<file path="config.mk">
export PLATFORM = sky130hd
export DESIGN_NAME = sha3_scan_dispatcher_flat
export DESIGN_NICKNAME = d
export VERILOG_FILES = /design/src/rtl/sha3_scan_dispatcher_if.sv /design/src/rtl/sha3_scan_dispatcher.sv /design/src/flat_wrapper.sv
export SDC_FILE = /design/constraint.sdc
export NUM_CORES = 2
export LEC_CHECK = 0
export ABC_CLOCK_PERIOD_IN_PS = 11340
export BUFFER_PORTS_ARGS = -buffer_cell sky130_fd_sc_hd__buf_2
export CAP_MARGIN = 25
export CORE_UTILIZATION = 45
export DETAILED_ROUTE_END_ITERATION = 10
export PLACE_DENSITY = 0.64
export SETUP_SLACK_MARGIN = 0.02
export SYNTH_ARGS = -nofsm -noshare
export SYNTH_HDL_FRONTEND = slang
export SYNTH_SLANG_ARGS = --single-unit
</file>
<file path="constraint.sdc">
create_clock -name clk -period 11.34 [get_ports clk]
set_input_delay 1.134 -clock clk [delete_from_list [all_inputs] [get_ports clk]]
set_output_delay 1.134 -clock clk [all_outputs]
set_load 0.01 [all_outputs]
</file>
<file path="src/rtl/sha3_scan_dispatcher_if.sv">
// Handshake bundle between the scan dispatcher, the hash pipe and the hit consumer.
// master = dispatcher side; slave = pipe/consumer side.
interface sha3_scan_dispatcher_if;
  logic        pipe_gimme;
  logic        pipe_sample;
  logic [31:0] pipe_nonce;
  logic        pipe_good;
  logic [63:0] pipe_hash;
  logic        found_valid;
  logic        found_ready;
  logic [31:0] found_nonce;

  modport master (
    input  pipe_gimme,
    input  pipe_good,
    input  pipe_hash,
    input  found_ready,
    output pipe_sample,
    output pipe_nonce,
    output found_valid,
    output found_nonce
  );

  modport slave (
    output pipe_gimme,
    output pipe_good,
    output pipe_hash,
    output found_ready,
    input  pipe_sample,
    input  pipe_nonce,
    input  found_valid,
    input  found_nonce
  );
endinterface

</file>
<file path="src/rtl/sha3_scan_dispatcher.sv">
// Nonce scan dispatcher: feeds consecutive nonces to a hash pipe, tracks in-flight tags, reports hits.
// Optional statistics counters are built when SHA3_SCAN_STATS_EN is defined.
module sha3_scan_dispatcher #(
  parameter int FIFO_DEPTH  = 32,
  parameter int FLUSH_QUIET = 64
) (
  input  logic        clk,
  input  logic        rst,
  input  logic        start,
  input  logic        abort,
  input  logic [31:0] base_nonce,
  input  logic [31:0] nonce_count,
  input  logic [63:0] threshold,
  output logic        busy,
  output logic        done,
  output logic        overflow,
  output logic [31:0] stat_hashes,
  output logic [31:0] stat_hits,
  sha3_scan_dispatcher_if.master bus
);

  localparam int PTR_W   = (FIFO_DEPTH > 1) ? $clog2(FIFO_DEPTH) : 1;
  localparam int CNT_W   = $clog2(FIFO_DEPTH + 1);
  localparam int QUIET_W = (FLUSH_QUIET > 1) ? $clog2(FLUSH_QUIET + 1) : 1;
  localparam logic [PTR_W-1:0]   PTR_LAST   = PTR_W'(FIFO_DEPTH - 1);
  localparam logic [QUIET_W-1:0] QUIET_LAST = QUIET_W'(FLUSH_QUIET - 1);

  typedef enum logic [1:0] {
    ST_FLUSH,
    ST_IDLE,
    ST_ISSUE,
    ST_DRAIN
  } state_t;

  state_t state_reg, state_next;
  logic   done_reg, done_next;

  logic [QUIET_W-1:0] quiet_cnt_reg;

  logic [31:0] nonce_reg;
  logic [31:0] remaining_reg;
  logic [63:0] threshold_reg;
  logic        aborted_reg;

  // Tag = {valid, nonce}; head is read combinationally so it meets pipe_hash on the pipe_good cycle.
  logic [32:0]      tag_mem [0:FIFO_DEPTH-1];
  logic [PTR_W-1:0] wr_ptr_reg, rd_ptr_reg;
  logic [CNT_W-1:0] fifo_cnt_reg;

  logic        found_valid_reg;
  logic [31:0] found_nonce_reg;
  logic        overflow_reg;

  logic        start_fire;
  logic        issue_valid;
  logic        pipe_sample;
  logic        push;
  logic        pop;
  logic        fifo_empty;
  logic [32:0] head_tag;
  logic        valid_pop;
  logic        hit;

  assign start_fire  = (state_reg == ST_IDLE) && start;
  // Abort takes effect on the very slot issued in the abort cycle.
  assign issue_valid = (remaining_reg != 32'd0) && !aborted_reg && !abort;
  assign pipe_sample = (state_reg == ST_ISSUE) && bus.pipe_gimme;
  assign push        = pipe_sample;
  assign fifo_empty  = (fifo_cnt_reg == '0);
  assign pop         = bus.pipe_good && !fifo_empty && (state_reg != ST_FLUSH);
  assign head_tag    = tag_mem[rd_ptr_reg];
  assign valid_pop   = pop && head_tag[32];
  assign hit         = valid_pop && (bus.pipe_hash < threshold_reg);

  always_ff @(posedge clk) begin
    if (rst) begin
      state_reg <= ST_FLUSH;
      done_reg  <= 1'b0;
    end else begin
      state_reg <= state_next;
      done_reg  <= done_next;
    end
  end

  always_comb begin
    state_next = state_reg;
    done_next  = 1'b0;
    case (state_reg)
      ST_FLUSH: begin
        if (!bus.pipe_good && (quiet_cnt_reg == QUIET_LAST))
          state_next = ST_IDLE;
      end
      ST_IDLE: begin
        if (start)
          state_next = (nonce_count == 32'd0) ? ST_DRAIN : ST_ISSUE;
      end
      ST_ISSUE: begin
        if (!issue_valid && !bus.pipe_gimme)
          state_next = ST_DRAIN;
      end
      ST_DRAIN: begin
        if (fifo_empty && !pop) begin
          state_next = ST_IDLE;
          done_next  = 1'b1;
        end
      end
      default: state_next = ST_FLUSH;
    endcase
  end

  // The pipe has no reset, so results still in flight after rst must drain out unseen.
  always_ff @(posedge clk) begin
    if (rst) begin
      quiet_cnt_reg <= '0;
    end else if (state_reg == ST_FLUSH) begin
      if (bus.pipe_good)
        quiet_cnt_reg <= '0;
      else if (quiet_cnt_reg != QUIET_LAST)
        quiet_cnt_reg <= quiet_cnt_reg + QUIET_W'(1);
    end else begin
      quiet_cnt_reg <= '0;
    end
  end

  always_ff @(posedge clk) begin
    if (rst) begin
      nonce_reg     <= '0;
      remaining_reg <= '0;
      threshold_reg <= '0;
      aborted_reg   <= 1'b0;
    end else if (start_fire) begin
      nonce_reg     <= base_nonce;
      remaining_reg <= nonce_count;
      threshold_reg <= threshold;
      aborted_reg   <= 1'b0;
    end else if (state_reg == ST_ISSUE) begin
      if (abort)
        aborted_reg <= 1'b1;
      if (pipe_sample && issue_valid) begin
        nonce_reg     <= nonce_reg + 32'd1;
        remaining_reg <= remaining_reg - 32'd1;
      end
    end
  end

  always_ff @(posedge clk) begin
    if (push)
      tag_mem[wr_ptr_reg] <= {issue_valid, nonce_reg};
  end

  always_ff @(posedge clk) begin
    if (rst) begin
      wr_ptr_reg   <= '0;
      rd_ptr_reg   <= '0;
      fifo_cnt_reg <= '0;
    end else begin
      if (push)
        wr_ptr_reg <= (wr_ptr_reg == PTR_LAST) ? '0 : wr_ptr_reg + PTR_W'(1);
      if (pop)
        rd_ptr_reg <= (rd_ptr_reg == PTR_LAST) ? '0 : rd_ptr_reg + PTR_W'(1);
      case ({push, pop})
        2'b10:   fifo_cnt_reg <= fifo_cnt_reg + CNT_W'(1);
        2'b01:   fifo_cnt_reg <= fifo_cnt_reg - CNT_W'(1);
        default: fifo_cnt_reg <= fifo_cnt_reg;
      endcase
    end
  end

  // A single holding slot: a hit arriving while it is occupied and not being taken is lost.
  always_ff @(posedge clk) begin
    if (rst) begin
      found_valid_reg <= 1'b0;
      found_nonce_reg <= '0;
      overflow_reg    <= 1'b0;
    end else begin
      if (hit) begin
        if (!found_valid_reg || bus.found_ready) begin
          found_valid_reg <= 1'b1;
          found_nonce_reg <= head_tag[31:0];
        end else begin
          overflow_reg <= 1'b1;
        end
      end else if (found_valid_reg && bus.found_ready) begin
        found_valid_reg <= 1'b0;
      end
      if (start_fire)
        overflow_reg <= 1'b0;
    end
  end

`ifdef SHA3_SCAN_STATS_EN
  logic [31:0] stat_hashes_reg, stat_hits_reg;

  always_ff @(posedge clk) begin
    if (rst || start_fire) begin
      stat_hashes_reg <= '0;
      stat_hits_reg   <= '0;
    end else begin
      if (valid_pop && (stat_hashes_reg != 32'hFFFF_FFFF))
        stat_hashes_reg <= stat_hashes_reg + 32'd1;
      if (hit && (stat_hits_reg != 32'hFFFF_FFFF))
        stat_hits_reg <= stat_hits_reg + 32'd1;
    end
  end

  assign stat_hashes = stat_hashes_reg;
  assign stat_hits   = stat_hits_reg;
`else
  assign stat_hashes = 32'd0;
  assign stat_hits   = 32'd0;
`endif

  assign bus.pipe_sample = pipe_sample;
  assign bus.pipe_nonce  = nonce_reg;
  assign bus.found_valid = found_valid_reg;
  assign bus.found_nonce = found_nonce_reg;
  assign busy            = (state_reg != ST_IDLE);
  assign done            = done_reg;
  assign overflow        = overflow_reg;

endmodule

</file>
<file path="src/flat_wrapper.sv">
// flat-port wrapper written by rule: the top's interface ports become plain ports
module sha3_scan_dispatcher_flat 
#(
  parameter int FIFO_DEPTH  = 32,
  parameter int FLUSH_QUIET = 64
)
  (clk, rst, start, abort, base_nonce, nonce_count, threshold, busy, done, overflow, stat_hashes, stat_hits, bus_pipe_gimme, bus_pipe_good, bus_pipe_hash, bus_found_ready, bus_pipe_sample, bus_pipe_nonce, bus_found_valid, bus_found_nonce);
  sha3_scan_dispatcher_if bus_i ();
  input  logic clk;
  input  logic rst;
  input  logic start;
  input  logic abort;
  input  logic [31:0] base_nonce;
  input  logic [31:0] nonce_count;
  input  logic [63:0] threshold;
  output logic busy;
  output logic done;
  output logic overflow;
  output logic [31:0] stat_hashes;
  output logic [31:0] stat_hits;
  input wire logic [$bits(bus_i.pipe_gimme)-1:0] bus_pipe_gimme;
  input wire logic [$bits(bus_i.pipe_good)-1:0] bus_pipe_good;
  input wire logic [$bits(bus_i.pipe_hash)-1:0] bus_pipe_hash;
  input wire logic [$bits(bus_i.found_ready)-1:0] bus_found_ready;
  output wire logic [$bits(bus_i.pipe_sample)-1:0] bus_pipe_sample;
  output wire logic [$bits(bus_i.pipe_nonce)-1:0] bus_pipe_nonce;
  output wire logic [$bits(bus_i.found_valid)-1:0] bus_found_valid;
  output wire logic [$bits(bus_i.found_nonce)-1:0] bus_found_nonce;
  assign bus_i.pipe_gimme = bus_pipe_gimme;
  assign bus_i.pipe_good = bus_pipe_good;
  assign bus_i.pipe_hash = bus_pipe_hash;
  assign bus_i.found_ready = bus_found_ready;
  assign bus_pipe_sample = bus_i.pipe_sample;
  assign bus_pipe_nonce = bus_i.pipe_nonce;
  assign bus_found_valid = bus_i.found_valid;
  assign bus_found_nonce = bus_i.found_nonce;
  sha3_scan_dispatcher #(.FIFO_DEPTH(FIFO_DEPTH), .FLUSH_QUIET(FLUSH_QUIET)) u_core (.clk(clk), .rst(rst), .start(start), .abort(abort), .base_nonce(base_nonce), .nonce_count(nonce_count), .threshold(threshold), .busy(busy), .done(done), .overflow(overflow), .stat_hashes(stat_hashes), .stat_hits(stat_hits), .bus(bus_i));
endmodule
</file>
==> results.json <==
{
  "critPathMaxFanout": 93,
  "grt_first_pass_wirelength_mm": 195,
  "die_area_um2": 115000,
  "io_pins": 332,
  "synth_ff_type": "edfxtp_1",
  "synthArstFlopShare": 0,
  "routabilityCongestion": 0.831,
  "slew_violations": 0,
  "drt_iter0_drc": 3293,
  "vias_per_cell": 5.84,
  "cp.required_ns": 11.93,
  "drtAntennaViolNets": 0,
  "grt_max_degree": 96,
  "die_height_um": 340,
  "cts.sinks": 1250,
  "synth-edff-count": 1056,
  "p_total_mw": 9.18,
  "antenna_found_initial": 15,
  "worst_slack_ns": 7.10,
  "seqCellArea_um2": 35600,
  "area_delta_synth_final_pct": 14.6,
  "cpMostUsedCell": "buf_4",
  "cts_resized": 0,
  "worst_pin_slew_ns": 1.08,
  "finalSetupTns_ns": 0,
  "clock_skew_ns": 0.0320,
  "fmax_mhz": 236,
  "rsz0062_at_grt": "false",
  "synth_area_leaders": "edfxtp_1 (62%), mux4_2 (11%), dfxtp_1 (7.6%)",
  "peakVddDrop_mv": 0.149,
  "syn_avg_cell_area_um2": 16.9,
  "cts_max_level": 3,
  "drv_cap": 0,
  "dpl-instance-area_um2": 54600,
  "hp-class": "register to register",
  "grt_overflow_total": 0,
  "yosys-top-cells-count": "edfxtp_1 (1056), mux4_2 (260), nand2_1 (212)",
  "drive_gt1_frac": 0.263,
  "hold_viol": 0,
  "cts_buffers": 121,
  "ys_ff_latch": 1250,
  "synth_most_common_cell": "edfxtp_1",
  "cts_tree": "yes",
  "holdBufCountCts": 0,
  "finalSetupViolations": 0,
  "crit_family": "buffers and inverters",
  "dr.pass1.iters": 5,
  "cts_setup_buffers": 0,
  "ys_warn_count": 0,
  "synth_cells": 3027,
  "synth.distinct_cells": 75,
  "dp_hpwl_mm": 79.8,
  "period_share": 0.374,
  "critical_path.cell_chain": "buf_4 -> buf_12 -> a31oi_1 -> a22o_1 -> a311oi_4 -> nand2_2 -> buf_4 -> o41ai_2",
  "detailedPlace.worstSlack_ns": 6.92,
  "fin_nets": 3626,
  "status": "finished, final reports clean",
  "initial_utilization": 0.455,
  "clk_transition_reported_paths_ns": 0.06,
  "slowest_delay_ns": 0.93,
  "io_buffers": 267,
  "syn_area_um2": 51300,
  "critical_path.slowest_cell": "dfxtp_4",
  "total_leakage_power_nw": 21.3,
  "die_w_um": 340,
  "largest_reg_flops": 1056,
  "num_vias": 29000,
  "p_per_area_nw_per_um2": 156,
  "path_class": "register to register",
  "wire_per_inst_um": 27.4,
  "clk_latency_ns": 0.72,
  "drc": 0,
  "coreArea_um2": 113000,
  "relSlewSlack": 0.282,
  "yosysSeqAreaShare": 0.694,
  "min_period_ns": 4.24,
  "cp.arrival_ns": 4.83,
  "yosysTopAreaCellShare": 0.618,
  "cp_num_buf_inv": 3,
  "cp-end-kind": "register",
  "start_kind": "register",
  "rows": 123,
  "nFillCells": 9101,
  "grt_pass1_vias": 28100,
  "multiInputGateArea_um2": 14700,
  "final_area_um2": 58800,
  "routed_wl_mm": 136,
  "grt_use_total": 0.233,
  "synth_top_area_cell": "edfxtp_1",
  "root_buffer": "clkbuf_16",
  "clockBufferDepth": 3
}
[layout make-up]
cell class	instances	share of cell area
clock buffer	147	0.0548
inverter	83	0.00530
multi-input combinational	1528	0.250
tap	1500	0.0319
timing repair buffer	359	0.0356
antenna	12	0.000511
sequential	1250	0.606
clock inverter	80	0.0156
[per-stage QoR]
step / hold slack (ns) / std cells / utilization
2_1_floorplan: 0.432 / 3090 / -
3_3_place_gp: 0.443 / 4717 / 0.483
3_5_place_dp: 0.446 / 4718 / 0.484
4_1_cts: 0.455 / 4945 / 0.520
5_1_grt: 0.473 / 4957 / 0.521
6_report: 0.454 / 4959 / 0.521
[worst reg2reg max path, stage by stage (launching register included)]
cell and delay (ns):
dfxtp_4 0.93, buf_4 0.90, buf_12 0.65, a31oi_1 0.19
a22o_1 0.31, a311oi_4 0.26, nand2_2 0.08, buf_4 0.34
o41ai_2 0.46
[logic make-up (layout without fill, tap and decap cells)]
family | count (synthesis) | count (layout) | synth area share
flip-flops | 1250 | 1250 | 0.694
AND/OR/NAND/NOR | 561 | 561 | 0.0536
multiplexers | 401 | 401 | 0.143
AO/OA/AOI/OAI | 365 | 365 | 0.0510
buffers and inverters | 312 | 669 | 0.0290
adder cells (fa/ha/maj) | 84 | 84 | 0.0206
XOR/XNOR | 53 | 53 | 0.00905
other | 1 | 76 | 0.0000731
[report_power, final]
group,leakage [nW],internal (mW),switching (mW)
logic,5.63,0.0387,0.0552
registers,13.6,4.91,0.000314
clock network,2.01,2.41,1.77
[per-layer routing]
layer  track usage  vias up  wire length (µm)
li1              -    12500                 -
met1         0.336    15000             57700
met2         0.364     1265             64300
met3        0.0416      197             10800
met4        0.0646        2              3220
met5             0        -                11
[cell usage in the layout, fill, tap and decap left out, drive strengths merged, types with 13 or more instances in the layout]
master / synthesis / routed
a211oi: 52 / 52
a21oi: 111 / 111
a22oi: 64 / 64
a311oi: 16 / 16
and4: 13 / 13
buf: 122 / 358
bufinv: 0 / 17
clkbuf: 107 / 148
clkinv: 1 / 55
conb: 1 / 64
dfxtp: 194 / 194
edfxtp: 1056 / 1056
ha: 83 / 83
inv: 82 / 86
mux2i: 136 / 136
mux4: 263 / 263
nand2: 214 / 214
nand3: 24 / 24
nand4: 26 / 26
nor2: 130 / 130
nor2b: 38 / 38
nor3: 33 / 33
nor4: 20 / 20
o21ai: 65 / 65
o41ai: 33 / 33
or3: 21 / 21
xnor2: 32 / 32
xor2: 21 / 21
[path summary, 6_finish.rpt]
kind / startpoint / to / slack (ns) / cells past startpoint
worst max register to register: register / u_core.bus.found_nonce[16]$_SDFFE_PP0P_ / 7.10 / 8
worst min-delay path: u_core.threshold_reg[28]$_SDFFE_PP0P_ / u_core.threshold_reg[28]$_SDFFE_PP0P_ / 0.45 / 2
worst max-delay path: register / u_core.bus.found_nonce[16]$_SDFFE_PP0P_ / 7.10 / 8
worst min register to register: u_core.threshold_reg[28]$_SDFFE_PP0P_ / u_core.threshold_reg[28]$_SDFFE_PP0P_ / 0.45 / 2
(Power assumes the default switching activity.)
